$ cat src/rtl/canv_pkg.sv
// Shared definitions for the canvas framebuffer write arbiter: state
// encodings, requester indices and the default canvas geometry.
`timescale 1ns/1ps
package canv_pkg;

    // Canvas geometry: 336x192 words of CANV_BPP-bit pixels.
    localparam int CANV_ADDRW = 16;
    localparam int CANV_DATAW = 4;

    // Requester indices into the req_* vectors.
    localparam int REQ_CPU = 0;
    localparam int REQ_ER  = 1;

    // Arbiter states. The OWN encodings double as the one-hot grant value.
    typedef enum logic [1:0] {
        IDLE = 2'd0,
        OWN0 = 2'd1,
        OWN1 = 2'd2,
        REL  = 2'd3
    } canv_state_e;

    // One-hot owner of the write port for a given state, 0 when nobody owns it.
    function automatic logic [1:0] owner_onehot(input canv_state_e st);
        logic [1:0] oh;
        case (st)
            OWN0:    oh = 2'b01;
            OWN1:    oh = 2'b10;
            default: oh = 2'b00;
        endcase
        return oh;
    endfunction

endpackage

$ cat src/rtl/arb_rr2.sv
// Two-way round-robin pick. Purely combinational: given the pending
// requests, the last owner and the pause flag, it names the requester that
// should own the port next (one-hot), or nobody.
`timescale 1ns/1ps
module arb_rr2
    import canv_pkg::*;
(
    input  logic [1:0] req_valid,
    input  logic       rr_last,
    input  logic       pause,
    output logic [1:0] pick
);

    // Pause wins outright; a tie goes to whoever did not own the port last.
    always_comb begin
        pick = 2'b00;
        if (pause) begin
            pick = 2'b00;
        end else if (req_valid[REQ_CPU] && req_valid[REQ_ER]) begin
            if (rr_last == 1'(REQ_ER)) begin
                pick[REQ_CPU] = 1'b1;
            end else begin
                pick[REQ_ER] = 1'b1;
            end
        end else if (req_valid[REQ_CPU]) begin
            pick[REQ_CPU] = 1'b1;
        end else if (req_valid[REQ_ER]) begin
            pick[REQ_ER] = 1'b1;
        end else begin
            pick = 2'b00;
        end
    end

endmodule

$ cat src/rtl/canv_arb.sv
// Canvas framebuffer write-port arbiter. The CPU and the Earthrise engine
// share one write port; ownership is granted round-robin and held for a
// burst that ends on req_last, after BURST_MAX beats, or after GAP_MAX idle
// owned cycles. Every handover passes through a one-cycle REL bubble.
`timescale 1ns/1ps
module canv_arb
    import canv_pkg::*;
#(
    parameter int ADDRW     = CANV_ADDRW,
    parameter int DATAW     = CANV_DATAW,
    parameter int BURST_MAX = 16,
    parameter int GAP_MAX   = 4
) (
    input  logic             clk_sys,
    input  logic             rst_sys_n,
    input  logic [1:0]       req_valid,
    output logic [1:0]       req_ready,
    input  logic [1:0]       req_last,
    input  logic [ADDRW-1:0] req_addr0,
    input  logic [ADDRW-1:0] req_addr1,
    input  logic [DATAW-1:0] req_data0,
    input  logic [DATAW-1:0] req_data1,
    input  logic             pause,
    output logic [1:0]       grant,
    output logic             busy,
    output logic             mem_we,
    output logic [ADDRW-1:0] mem_addr,
    output logic [DATAW-1:0] mem_data
);

    localparam int BCW = $clog2(BURST_MAX + 1);
    localparam int GCW = $clog2(GAP_MAX + 1);
    // Counter values at which the next qualifying cycle ends the burst.
    localparam logic [BCW-1:0] BEAT_FINAL = BCW'(BURST_MAX - 1);
    localparam logic [GCW-1:0] GAP_FINAL  = GCW'(GAP_MAX - 1);

    canv_state_e      state_r;
    canv_state_e      next_state_s;
    logic [1:0]       grant_r;
    logic             busy_r;
    logic             mem_we_r;
    logic [ADDRW-1:0] mem_addr_r;
    logic [DATAW-1:0] mem_data_r;
    logic [BCW-1:0]   beat_cnt_r;
    logic [GCW-1:0]   gap_cnt_r;
    logic             rr_last_r;

    logic [1:0]       pick_s;
    logic             owning_s;
    logic             own_idx_s;
    logic             sel_valid_s;
    logic             sel_last_s;
    logic [ADDRW-1:0] sel_addr_s;
    logic [DATAW-1:0] sel_data_s;
    logic             acc_s;
    logic             beat_done_s;
    logic             gap_done_s;
    logic             rel_s;

    arb_rr2 u_pick (
        .req_valid (req_valid),
        .rr_last   (rr_last_r),
        .pause     (pause),
        .pick      (pick_s)
    );

    // Which requester, if any, currently owns the port.
    always_comb begin
        owning_s  = 1'b0;
        own_idx_s = 1'(REQ_CPU);
        case (state_r)
            OWN0: begin
                owning_s  = 1'b1;
                own_idx_s = 1'(REQ_CPU);
            end
            OWN1: begin
                owning_s  = 1'b1;
                own_idx_s = 1'(REQ_ER);
            end
            default: begin
                owning_s  = 1'b0;
                own_idx_s = 1'(REQ_CPU);
            end
        endcase
    end

    // Route the owning requester's beat onto a single set of wires.
    always_comb begin
        sel_valid_s = 1'b0;
        sel_last_s  = 1'b0;
        sel_addr_s  = req_addr0;
        sel_data_s  = req_data0;
        if (own_idx_s == 1'(REQ_ER)) begin
            sel_valid_s = req_valid[REQ_ER];
            sel_last_s  = req_last[REQ_ER];
            sel_addr_s  = req_addr1;
            sel_data_s  = req_data1;
        end else begin
            sel_valid_s = req_valid[REQ_CPU];
            sel_last_s  = req_last[REQ_CPU];
            sel_addr_s  = req_addr0;
            sel_data_s  = req_data0;
        end
    end

    // Beat acceptance and the three ways a burst can end.
    always_comb begin
        acc_s       = owning_s & sel_valid_s;
        beat_done_s = acc_s & (sel_last_s | (beat_cnt_r == BEAT_FINAL));
        gap_done_s  = owning_s & ~sel_valid_s & (gap_cnt_r == GAP_FINAL);
        rel_s       = beat_done_s | gap_done_s;
    end

    // Next-state logic; pause only matters while choosing a new owner in IDLE.
    always_comb begin
        next_state_s = state_r;
        case (state_r)
            IDLE: begin
                if (pick_s[REQ_CPU]) begin
                    next_state_s = OWN0;
                end else if (pick_s[REQ_ER]) begin
                    next_state_s = OWN1;
                end else begin
                    next_state_s = IDLE;
                end
            end
            OWN0, OWN1: begin
                if (rel_s) begin
                    next_state_s = REL;
                end else begin
                    next_state_s = state_r;
                end
            end
            REL:     next_state_s = IDLE;
            default: next_state_s = IDLE;
        endcase
    end

    // State register.
    always_ff @(posedge clk_sys) begin
        if (!rst_sys_n) begin
            state_r <= IDLE;
        end else begin
            state_r <= next_state_s;
        end
    end

    // Registered outputs: grant follows the state, writes land one cycle after acceptance.
    always_ff @(posedge clk_sys) begin
        if (!rst_sys_n) begin
            grant_r    <= 2'b00;
            busy_r     <= 1'b0;
            mem_we_r   <= 1'b0;
            mem_addr_r <= '0;
            mem_data_r <= '0;
        end else begin
            grant_r  <= owner_onehot(next_state_s);
            busy_r   <= (next_state_s != IDLE) | acc_s;
            mem_we_r <= acc_s;
            if (acc_s) begin
                mem_addr_r <= sel_addr_s;
                mem_data_r <= sel_data_s;
            end else begin
                mem_addr_r <= mem_addr_r;
                mem_data_r <= mem_data_r;
            end
        end
    end

    // Beat and idle-gap counters, plus the round-robin memory of the last owner.
    always_ff @(posedge clk_sys) begin
        if (!rst_sys_n) begin
            beat_cnt_r <= '0;
            gap_cnt_r  <= '0;
            rr_last_r  <= 1'b1;
        end else if (rel_s) begin
            beat_cnt_r <= '0;
            gap_cnt_r  <= '0;
            rr_last_r  <= own_idx_s;
        end else if (owning_s) begin
            if (acc_s) begin
                beat_cnt_r <= beat_cnt_r + BCW'(1);
                gap_cnt_r  <= '0;
            end else begin
                gap_cnt_r  <= gap_cnt_r + GCW'(1);
            end
        end else begin
            beat_cnt_r <= '0;
            gap_cnt_r  <= '0;
        end
    end

    // The ready bits are the grant itself: only the owner may push beats.
    assign req_ready = grant_r;
    assign grant     = grant_r;
    assign busy      = busy_r;
    assign mem_we    = mem_we_r;
    assign mem_addr  = mem_addr_r;
    assign mem_data  = mem_data_r;

endmodule

$ cat config.mk
export PLATFORM = sky130hd
export DESIGN_NAME = canv_arb
export DESIGN_NICKNAME = d
export VERILOG_FILES = /design/src/rtl/canv_pkg.sv /design/src/rtl/arb_rr2.sv /design/src/rtl/canv_arb.sv
export SDC_FILE = /design/constraint.sdc
export NUM_CORES = 1
export LEC_CHECK = 0
export ABC_AREA = 1
export CELL_PAD_IN_SITES_DETAIL_PLACEMENT = 2
export CELL_PAD_IN_SITES_GLOBAL_PLACEMENT = 2
export CORE_MARGIN = 2
export CORE_UTILIZATION = 23
export DETAILED_ROUTE_END_ITERATION = 10
export GPL_TIMING_DRIVEN = 0
export HOLD_SLACK_MARGIN = 0.12
export PLACE_DENSITY = 0.92
export SYNTH_ARGS = -nofsm -noshare
export SYNTH_HDL_FRONTEND = slang
export SYNTH_SLANG_ARGS = --single-unit
$ cat constraint.sdc
create_clock -name clk_sys -period 2.3 [get_ports clk_sys]
set_input_delay 0.69 -clock clk_sys [delete_from_list [all_inputs] [get_ports clk_sys]]
set_output_delay 0.69 -clock clk_sys [all_outputs]
set_load 0.02 [all_outputs]
Yosys cells after proc, flatten, opt, wreduce, memory -nomap -nowiden
Cells that the tools add are included.
W data, S select, Z words.
{"block": "totals", "register_bits": 35, "inputBits": 47, "output_inout_bits": 26, "wordCells": 52}
{"block": "classes", "addsub": 2, "eq_ne": 7, "mux": 18, "n_bitwise": 10, "n_reduce_logical": 6}
{"operator": "$mux W16", "n": 1}
{"operator": "$mux W2", "n": 5}
{"operator": "$mux W1", "n": 9}
{"operator": "$eq A2 B2 Y1 const B", "n": 3}
{"operator": "$pmux W2 S3", "n": 1}
{"operator": "$add A5 B1 Y5 const B", "n": 1}
{"operator": "$eq A5 B4 Y1 const B", "n": 1}
{"operator": "$and A1 B1 Y1", "n": 4}
{"operator": "$eq A2 B1 Y1 const B", "n": 2}
{"operator": "$mux W4", "n": 1}
{"operator": "$pmux W2 S2", "n": 1}
{"operator": "$reduce_or A4 Y1", "n": 1}
{"operator": "$add A3 B1 Y3 const B", "n": 1}
{"operator": "$eq A3 B2 Y1 const B", "n": 1}
{"operator": "$not A1 Y1", "n": 3}
{"operator": "$or A1 B1 Y1", "n": 3}
{"operator": "$reduce_or A3 Y1", "n": 1}
{"operator": "$logic_not A2 Y1", "n": 1}
{"operator": "$reduce_bool A2 Y1", "n": 1}
{"operator": "$reduce_or A2 Y1", "n": 1}
{"operator": "$logic_and A1 B1 Y1", "n": 1}

Depth between registers and ports, before layout
{"block": "logic_depth", "word_depth": 11, "mapped_depth": 12, "depth_no_buf": 12}

Cells and area by module
A second synthesis with hierarchy kept.
{"block": "hier_totals", "cells_unflattened": 207, "hier_area_um2": 1545.2}
{"mod": "canv_arb", "n_inst": 1, "cells_each": 198, "area_per_inst_um2": 1511.4, "seq_area_each_um2": 700.7}
{"mod": "arb_rr2", "n_inst": 1, "cells_each": 9, "area_per_inst_um2": 33.8, "seq_area_each_um2": 0.0}

Least setup slack after synthesis
OpenSTA, ideal clock, no wires.
{"block": "synth_path", "path_kind": "reg-to-reg", "startpoint": "register beat_cnt_r[0]", "endpoint": "register gap_cnt_r[0]", "setup_time_ps": 63, "t_arrival_ps": 1447, "t_required_ps": 2237, "slack_ps": 790, "path_stages_with_launch": 11, "n_path_buf": 0, "period_less_slack_ps": 1510, "cell_sequence": "dfxtp_1 ha_1 inv_1 nor2_1 ha_1 inv_1 nand3_1 nand3_2 nand4_2 or2_1 nor2_2"}
{"block": "synth_between", "elab_chain_len": 5}
{"element": "from (decl)", "line": "canv_arb.sv:44", "source": "logic [BCW-1:0] beat_cnt_r;"}
{"element": "from (signal assigned)", "line": "canv_arb.sv:182", "source": "beat_cnt_r <= beat_cnt_r + BCW'(1);"}
{"element": "$eq A5 B4 Y1", "line": "canv_arb.sv:109", "source": "beat_done_s = acc_s & (sel_last_s | (beat_cnt_r == BEAT_FINAL));"}
{"element": "$or A1 B1 Y1", "line": "canv_arb.sv:109"}
{"element": "$and A1 B1 Y1", "line": "canv_arb.sv:109"}
{"element": "$or A1 B1 Y1", "line": "canv_arb.sv:111", "source": "rel_s = beat_done_s | gap_done_s;"}
{"element": "$reduce_or A4 Y1 (no line)"}
{"element": "to (signal assigned)", "line": "canv_arb.sv:185", "source": "gap_cnt_r <= gap_cnt_r + GCW'(1);"}
{"element": "to (decl)", "line": "canv_arb.sv:45", "source": "logic [GCW-1:0] gap_cnt_r;"}
No other way between the ends.
A chain may end at the register's enable or synchronous reset.

Worst setup path in the final report
{"block": "layout_path", "startpoint": "input port req_valid[1]", "endpoint": "register mem_addr_r[13] (netlist: mem_addr[13])"}
{"block": "layout_between", "elab_chain_len": 2}
{"element": "from (decl)", "line": "canv_arb.sv:16", "source": "input logic [1:0] req_valid,"}
{"element": "$mux W1", "line": "canv_arb.sv:93", "source": "if (own_idx_s == 1'(REQ_ER)) begin"}
{"element": "$and A1 B1 Y1", "line": "canv_arb.sv:108", "source": "acc_s = owning_s & sel_valid_s;"}
{"element": "to (signal assigned)", "line": "canv_arb.sv:161", "source": "mem_addr_r <= sel_addr_s;"}
{"element": "to (signal assigned)", "line": "canv_arb.sv:164", "source": "mem_addr_r <= mem_addr_r;"}
{"element": "to (decl)", "line": "canv_arb.sv:42", "source": "logic [ADDRW-1:0] mem_addr_r;"}
No other way between the ends.

==> impl_metrics.json <==
{
  "cts_resized": 0,
  "die_h_um": 85.80,
  "grt_pass1_wl_um": 9170,
  "critical_path_buf_inv_count": 3,
  "violations": "DRC",
  "required_ns": 2.52,
  "skew_ns": 0.005275,
  "slew_headroom": 0.6316,
  "cp-start-kind": "input pin",
  "synthDominantCellAreaShare": 0.4553,
  "yosys-top-cells-area": "dfxtp_1 46%, nand2_1 14%, a31oi_1 8.1%",
  "clk_pin_slew_ns": 0.07,
  "crit_slowest_cell": "clkdlybuf4s50_1",
  "yosys.area.top_type": "dfxtp_1",
  "crit_top_cell": "nand2_2",
  "gp_congestion": 0.7528,
  "synth_cell_type_count": 22,
  "nets": 335,
  "crit_chain": "clkdlybuf4s50_1, nand2_1, nand2_2, nand2_2, inv_2, buf_2, o21ai_0, a31oi_1",
  "clk_latency_ns": 0.29,
  "cp_num_cells": 8,
  "ys_ff_latch": 35,
  "coreArea_um2": 6422,
  "critical_path.startpoint": "req_valid[1]",
  "report.final.hold_viol_count": 0,
  "cts_buffers": 5,
  "yosys_warnings": 0,
  "drt-total-wl_um": 5626,
  "drv_cap": 0,
  "grt_pass1_vias": 1847,
  "syn_inst": 203,
  "dpl_cell_area_um2": 2356,
  "crit_family": "buffers and inverters",
  "endpoint_kind": "flop",
  "postSynthAreaPerCell_um2": 7.581,
  "final_util": 0.3824,
  "postLayoutCellArea_um2": 2456,
  "slowest_delay_ns": 0.51,
  "seq_area_frac_synth": 0.4553,
  "p_leak_nw": 1.005,
  "p_per_area_nw_per_um2": 569.5,
  "cts_root_buffer": "clkbuf_8",
  "post_cts_buffers": 0,
  "track_usage": 0.1616,
  "worst_ep_arrival_time_ns": 2.23,
  "syn_to_final_growth_pct": 59.59,
  "ir_drop_uv": 229.7,
  "cp_max_fo": 10,
  "grt.overflow.total": 0,
  "crit_path_end": "mem_addr[13]",
  "syn_area_um2": 1539,
  "diodes": 0,
  "clock_path_buffers": 2,
  "synth_nets": 256,
  "r2r_end": "mem_addr[13]",
  "cts_tree": "built",
  "dr.pass1.iters": 7,
  "drive_gt1_frac": 0.07774,
  "wl_per_cell_um": 15.63,
  "pre_cts_slack_ns": -0.01092,
  "io_pins": 73,
  "r2r-start": "state_r[0]",
  "setup_tns_ns": 0,
  "period_share": 0.8779,
  "hp-class": "flop to flop",
  "fmax_ghz": 0.4952,
  "outcome": "finished with violations",
  "worst_pin_slew_ns": 0.5526,
  "period_minus_slack_ns": 2.019,
  "reg2reg_depth": 10,
  "numPortBuffers": 72,
  "num_rows": 29,
  "die_area_um2": 7362,
  "fp.dieW_um": 85.80,
  "drcViolationCount": 3,
  "r2r_slack_ns": 0.42,
  "drtAntennaViolNets": 0,
  "drtIter0Drc": 47,
  "final_max_slew_viol_count": 0,
  "htreeDepth": 2,
  "start_util": 0.2396,
  "setup_viol": 0,
  "fin_ws_ns": 0.2808,
  "avgViaCountPerCell": 4.672,
  "vias": 1682,
  "cts_sinks": 35,
  "ctsHoldBuffers": 0,
  "grt_setup_unrepaired": "no",
  "antenna_found_initial": 0,
  "grt_max_degree": 11,
  "path_class": "input pin to flop",
  "hpwlAfterDp_um": 4232
}
-- power by group --
part / leakage [nW] / switching, W / internal [W]
Combinational: 0.669 / 0.000118 / 0.000138
Clock: 0.0515 / 0.000226 / 0.000273
Sequential: 0.284 / 0.0000129 / 0.000631
Total: 1.00 / 0.000357 / 0.00104
-- cell families after synthesis --
kind of cell	after synthesis	share of synthesized area
compound gates	43	0.1577
xor+xnor	3	0.01708
fa+ha+maj	6	0.04878
buf+inv	30	0.08293
flops	35	0.4553
simple gates	86	0.2382
-- worst register-to-register path, delay by kind of cell, from the launching register on --
family                     cells  cell delay (ns)
AOI/OAI and AO/OA              2             0.29
DFF                            1             0.31
and+or+nand+nor                3             0.36
adders and majority gates      1             0.30
buffers and inverters          4             0.57
-- state kept, by name (all words and copies together) (netlist names) --
signal,cells
grant,2
busy,1
mem_addr,16
gap_cnt_r,3
beat_cnt_r,5
rr_last_r,1
mem_data,4
state_r,2
mem_we,1
-- metal layers --
| layer | GRT usage | vias up | routed length, um |
|---|---|---|---|
| met3 | 0.03465 | 7 | 257 |
| met2 | 0.3004 | 48 | 2941 |
| met5 | 0 | - | 0 |
| met4 | 0.05628 | 0 | 82 |
| met1 | 0.1809 | 809 | 2344 |
| li1 | - | 818 | - |
-- cell usage after synthesis, drive strengths merged --
cell type  count
a21oi          2
a31oi         20
buf            6
clkbuf         6
dfxtp         35
ha             6
inv           18
nand2         60
nand3          8
nand4          2
nor2          14
o211ai         1
o21ai         20
or2            2
xor2           3
-- worst min-delay path by stage --
stage / slack (ns) / depth (start not counted) / to / from
after CTS: 0.45 / 1 / gap_cnt_r[0] / gap_cnt_r[0]
after global placement: 0.42 / 1 / gap_cnt_r[0] / gap_cnt_r[0]
after detailed placement: 0.44 / 1 / gap_cnt_r[0] / gap_cnt_r[0]
after global routing: 0.47 / 1 / gap_cnt_r[0] / gap_cnt_r[0]
final: 0.46 / 1 / gap_cnt_r[0] / gap_cnt_r[0]
after floorplan: 0.41 / 1 / gap_cnt_r[0] / gap_cnt_r[0]
-- metrics by stage --
stage | total power [W] | hold WS [ns] | std cells
global placement | 0.0009060 | 0.4202 | 352
floorplan | 0.0007568 | 0.4120 | 203
finish | 0.001399 | 0.4636 | 360
global route | 0.001464 | 0.4680 | 360
detailed placement | 0.0009157 | 0.4399 | 352
CTS | 0.001417 | 0.4529 | 360
-- layout by cell type, fill, tap and decap left out --
master / netlist / routed
nand2_2: 2 / 2
nor2_2: 3 / 3
nor2_1: 11 / 11
o21ai_0: 12 / 12
nand2_1: 58 / 58
a21oi_1: 2 / 2
a31oi_1: 20 / 20
o211ai_1: 1 / 1
xor2_1: 3 / 3
nand3_1: 7 / 7
dfxtp_1: 35 / 35
inv_2: 2 / 2
nand4_1: 1 / 1
buf_4: 3 / 3
clkdlybuf4s50_1: 0 / 72
nand3_2: 1 / 1
buf_2: 3 / 3
inv_1: 16 / 16
or2_1: 2 / 2
ha_1: 6 / 6
o21ai_1: 8 / 8
clkbuf_8: 0 / 7
nand4_2: 1 / 1
clkbuf_1: 6 / 7
-- layout make-up --
type	instances	area [um^2]
Fill cell	741	3966
Timing Repair Buffer	72	720.7
Multi-Input combinational cell	138	710.7
Sequential cell	35	700.7
Clock buffer	8	100.1
Tap cell	77	96.34
Inverter	18	67.56
Buffer	12	60.06
No activity file was read; power rests on OpenSTA's default activity.
